[src/rtl/mux_sequencer.sv]
// Column multiplexer sequencer for a rotating LED display.
// Selects one column at a time from the current hall slice index. Every column
// switch passes through an all-off dead period. Queued driver reconfiguration
// requests are honoured inside that dead period.
module mux_sequencer #(
  parameter int unsigned DEAD_TIME = 4,
  parameter int unsigned NB_COLS   = 8
) (
  input  logic               clk,
  input  logic               nrst,
  input  logic [7:0]         slice_cnt,
  input  logic               driver_ready,
  input  logic               column_ready,
  input  logic               conf_req,
  output logic [NB_COLS-1:0] mul_sel,
  output logic               position_sync,
  output logic               new_configuration_ready,
  output logic               conf_pending,
  output logic [7:0]         underrun_cnt
);

  typedef enum logic [1:0] {
    StIdle,
    StOn,
    StDead,
    StConf
  } state_t;

  localparam logic [7:0] DeadLast = 8'(DEAD_TIME - 1);

  state_t               state;
  logic   [7:0]         slice_q;
  logic   [7:0]         dead_cnt;
  logic                 col_flag;
  logic                 slice_event;
  int unsigned          col;
  logic   [NB_COLS-1:0] col_onehot;

  // Slice change detect and the one-hot column for the registered slice.
  // Slice k lights column k-1, slice 0 wraps to the last column.
  always_comb begin
    slice_event = (slice_cnt != slice_q);
    col         = (32'(slice_q) + NB_COLS - 1) % NB_COLS;
    col_onehot  = '0;
    for (int unsigned i = 0; i < NB_COLS; i++) begin
      col_onehot[i] = (i == col);
    end
  end

  // Sequencer FSM with all outputs registered.
  always_ff @(posedge clk) begin
    if (!nrst) begin
      state                   <= StIdle;
      slice_q                 <= slice_cnt;
      dead_cnt                <= 8'd0;
      col_flag                <= 1'b0;
      mul_sel                 <= '0;
      position_sync           <= 1'b0;
      new_configuration_ready <= 1'b0;
      conf_pending            <= 1'b0;
      underrun_cnt            <= 8'd0;
    end else begin
      slice_q                 <= slice_cnt;
      position_sync           <= 1'b0;
      new_configuration_ready <= 1'b0;

      case (state)
        StIdle: begin
          mul_sel <= '0;
          if (driver_ready) begin
            state         <= StOn;
            mul_sel       <= col_onehot;
            position_sync <= 1'b1;
            col_flag      <= 1'b0;
          end
        end

        StOn: begin
          if (!driver_ready) begin
            // Driver dropped out: not an underrun, just stop displaying.
            state   <= StIdle;
            mul_sel <= '0;
          end else if (slice_event) begin
            state    <= StDead;
            mul_sel  <= '0;
            dead_cnt <= 8'd0;
            // A column_ready arriving with the slice change still counts.
            if (!col_flag && !column_ready && underrun_cnt != 8'hFF) begin
              underrun_cnt <= underrun_cnt + 8'd1;
            end
          end else begin
            mul_sel <= col_onehot;
            if (column_ready) begin
              col_flag <= 1'b1;
            end
          end
        end

        StDead: begin
          mul_sel <= '0;
          if (slice_event) begin
            // Another slice change: the full dead time starts over.
            dead_cnt <= 8'd0;
          end else if (dead_cnt >= DeadLast) begin
            dead_cnt <= 8'd0;
            if (conf_pending) begin
              state                   <= StConf;
              new_configuration_ready <= 1'b1;
              conf_pending            <= 1'b0;
            end else begin
              state         <= StOn;
              mul_sel       <= col_onehot;
              position_sync <= 1'b1;
              col_flag      <= 1'b0;
            end
          end else begin
            dead_cnt <= dead_cnt + 8'd1;
          end
        end

        StConf: begin
          mul_sel <= '0;
          if (driver_ready) begin
            state         <= StOn;
            mul_sel       <= col_onehot;
            position_sync <= 1'b1;
            col_flag      <= 1'b0;
          end
        end

        default: begin
          state   <= StIdle;
          mul_sel <= '0;
        end
      endcase

      // Placed after the FSM so a request in the clearing cycle stays queued.
      if (conf_req) begin
        conf_pending <= 1'b1;
      end
    end
  end

endmodule

[config.mk]
export PLATFORM = sky130hd
export DESIGN_NAME = mux_sequencer
export DESIGN_NICKNAME = d
export VERILOG_FILES = /design/src/rtl/mux_sequencer.sv
export SDC_FILE = /design/constraint.sdc
export NUM_CORES = 1
export LEC_CHECK = 0
export CORE_AREA = 3 3 72 60
export CTS_CLUSTER_SIZE = 40
export DETAILED_ROUTE_END_ITERATION = 10
export DIE_AREA = 0 0 75 63
export PLACE_DENSITY = 0.73
export REMOVE_ABC_BUFFERS = 1
export SLEW_MARGIN = 40
export SYNTH_ARGS = -nofsm -noshare
export SYNTH_HDL_FRONTEND = slang
export SYNTH_SLANG_ARGS = --single-unit
[constraint.sdc]
create_clock -name clk -period 1.6 [get_ports clk]
set_input_delay 0.24 -clock clk [delete_from_list [all_inputs] [get_ports clk]]
set_output_delay 0.24 -clock clk [all_outputs]
set_load 0.02 [all_outputs]
==> metrics.yaml, run 1 <==
maxCapViolations: 0
tns_ps: -1090
routedWlPerCell_um: 16.4
p_total_uw: 2420
crit_required_ps: 1800
hold_violations: 0
layout.nets: 283
finish.utilization: 0.769
endpoint_kind: "flop"
async_reset_ff_frac: 0
clkTransAtPathRegs_ps: 80
hold_start: "slice_cnt[7]"
setup_viol: 21
dieArea_um2: 4730
fp.coreArea_um2: 3730
yosys.area_share.simple: 0.218
synth_most_common_cell: "dfxtp_1"
gp_routability_congestion: 0.847
p_per_area_nw_per_um2: 844
synth_flop_cell: "dfxtp_1"
postLayoutCellArea_um2: 2870
max_slew_margin: 0.780
postPlaceCellArea_um2: 2260
drt_iter0_markers: 101
clk_latency_ps: 290
drv_slew: 0
fmax_mhz: 585
synth.top_cell.area_share: 0.456
yosysTopAreaCell: "dfxtp_1"
antenna_found_initial: 0
ys_ff_latch: 38
rows: 20
critPathLaunchType: "flop"
r2r_start: "slice_q[0]$_DFF_P_"
cts.sinks: 38
seq_area_frac_synth: 0.456
status: "complete, but fails checks"
ys_top_cells_by_count: "dfxtp_1, nor2_1, nand2_1"
synthMuxAreaShare: 0.0240
r2r_slack_ps: -110
vias_per_cell: 5.51
finalCriticalPeriod_ps: 1710
num_antenna_cells: 0
synth-edff-count: 0
synth_fa_ha_area_frac: 0.0375
critPathMaxFanout: 5
synth_top_family_by_area: "simple AND/OR/NAND/NOR gates"
synth_warnings: 0
crit_type: "reg2reg"
cts_tree: "built"
crit_arrival_ps: 1910
die_y_um: 63
grt_setup_unrepaired: "yes"
drtAntennaViolNets: 0
fin_crit_sh: 1.07
netlist_top_cells_area: "dfxtp_1, xnor2_1, ha_1"
grt_start_max_net_pins: 13
tightest_slew_ps: 327
synth_area_per_cell_um2: 9.17
netlist_instances: 182
cts_buffers: 5
synth-compound-area-share: 0.169
post-dp-hpwl_um: 2630
die_w_um: 75
htreeDepth: 2
fin_ws_ps: -110
io_pins: 32
initial_core_util: 0.448
synthesis.area_um2: 1670
p_leak_uw: 0.00123
wirelength_um: 5080
port_buffers: 31
worstHoldPathType: "in2reg"
clock_path_buffers: 2
cp-startpoint: "slice_q[0]$_DFF_P_"
ir_drop_mv: 0.631
violations: "negative setup slack"
drc_errors: 0
grtUsageTotal: 0.209
drtPass1Iterations: 4
grt_pass1_wl_um: 7540
cts_root_buf: "clkbuf_8"
ys_types: 43
num_vias: 1707
synth_xor_area_frac: 0.0525
area_growth_pct: 71.7
post_route_cells_drive_above_1_share: 0.421
hold-worst-slack_ps: 248
skew_ps: 7.58
overflow: 0
grt_pass1_vias: 1592
## kinds of logic after synthesis
group,Yosys count
AND/OR/NAND/NOR,68
AO/OA/AOI/OAI,40
flip-flops,38
buffers and inverters,17
XOR/XNOR,10
adder cells (fa/ha/maj),5
multiplexers,4
## cells in the final DEF (no fill, tap or decap), types with 3 or more instances in the layout
| cell | instances |
|---|---|
| buf_4 | 42 |
| dfxtp_1 | 25 |
| nor2_1 | 16 |
| clkdlybuf4s50_1 | 15 |
| nand2_1 | 14 |
| dlygate4sd2_1 | 13 |
| dfxtp_2 | 11 |
| inv_1 | 9 |
| nand3_1 | 7 |
| a21oi_1 | 7 |
| or3_1 | 6 |
| xnor2_4 | 5 |
| nor3_1 | 5 |
| clkbuf_8 | 5 |
| buf_6 | 5 |
| nand4_4 | 4 |
| mux2i_1 | 4 |
| ha_4 | 4 |
| xnor2_2 | 3 |
| o31ai_2 | 3 |
| o21ai_0 | 3 |
| and3_1 | 3 |
| o21ai_1 | 3 |
| a21oi_2 | 3 |
| dlymetal6s2s_1 | 3 |
## flip-flops by register name (all words and copies together), names as in the netlist
name / flops
dead_cnt: 8
mul_sel: 8
slice_q: 8
underrun_cnt: 8
state: 2
col_flag: 1
conf_pending: 1
new_configuration_ready: 1
position_sync: 1
## path summary, 6_finish.rpt
kind | to | cells past startpoint
worst max-delay path | mul_sel[4]$_SDFF_PN0_ | 7
worst min-delay path | slice_q[7]$_DFF_P_ | 1
worst max register to register | mul_sel[4]$_SDFF_PN0_ | 7
worst min register to register | col_flag$_SDFFE_PN0P_ | 2
## critical path: stages (launching register included)
cell and delay [ps]:
dfxtp_2 340, xnor2_2 160, buf_4 150, nand4_4 130
buf_6 170, nor4_4 350, a22oi_2 140, nor3_1 190
## cell type report
cell class / count / area [um^2]
Multi-Input combinational cell: 129 / 1190
Clock buffer: 5 / 68.8
Clock inverter: 3 / 40.0
Timing Repair Buffer: 79 / 678
Sequential cell: 38 / 782
Tap cell: 44 / 55.1
Inverter: 12 / 47.5
Fill cell: 241 / 862
## per-stage QoR
| step | std cells | worst slack [ps] |
|---|---|---|
| 2_1_floorplan | 177 | -149 |
| 3_3_place_gp | 286 | -495 |
| 3_5_place_dp | 286 | -540 |
| 6_report | 310 | -110 |
| 4_1_cts | 307 | -86.9 |
| 5_1_grt | 310 | -181 |
## per-layer routing
layer  global-route usage  vias up  wire, um
li1                     -      821         -
met2                0.346       62      2640
met3               0.0563       13       283
met1                0.259      811      2060
met5                    0        -         0
met4               0.0644        0        93
## power breakdown
group	leakage [uW]	internal, uW	switching, uW
clock	0.0000579	459	344
sequential	0.000314	988	37.2
combinational	0.000856	291	299
total	0.00123	1740	680
## timing repair
action,in CTS,in global routing
hold buffers,0,0
resized for setup,68,26
pin swaps,29,11
gates cloned,3,0
setup endpoints to repair,32,28
setup buffers,10,3
Power figures use the tool's default switching activity.
==> run 2: changes to the inputs <==
GPL_TIMING_DRIVEN = 1   (was default)
==> results of run 2 <==
Same layout as run 1: the final DEF is identical, and so are final timing and power.
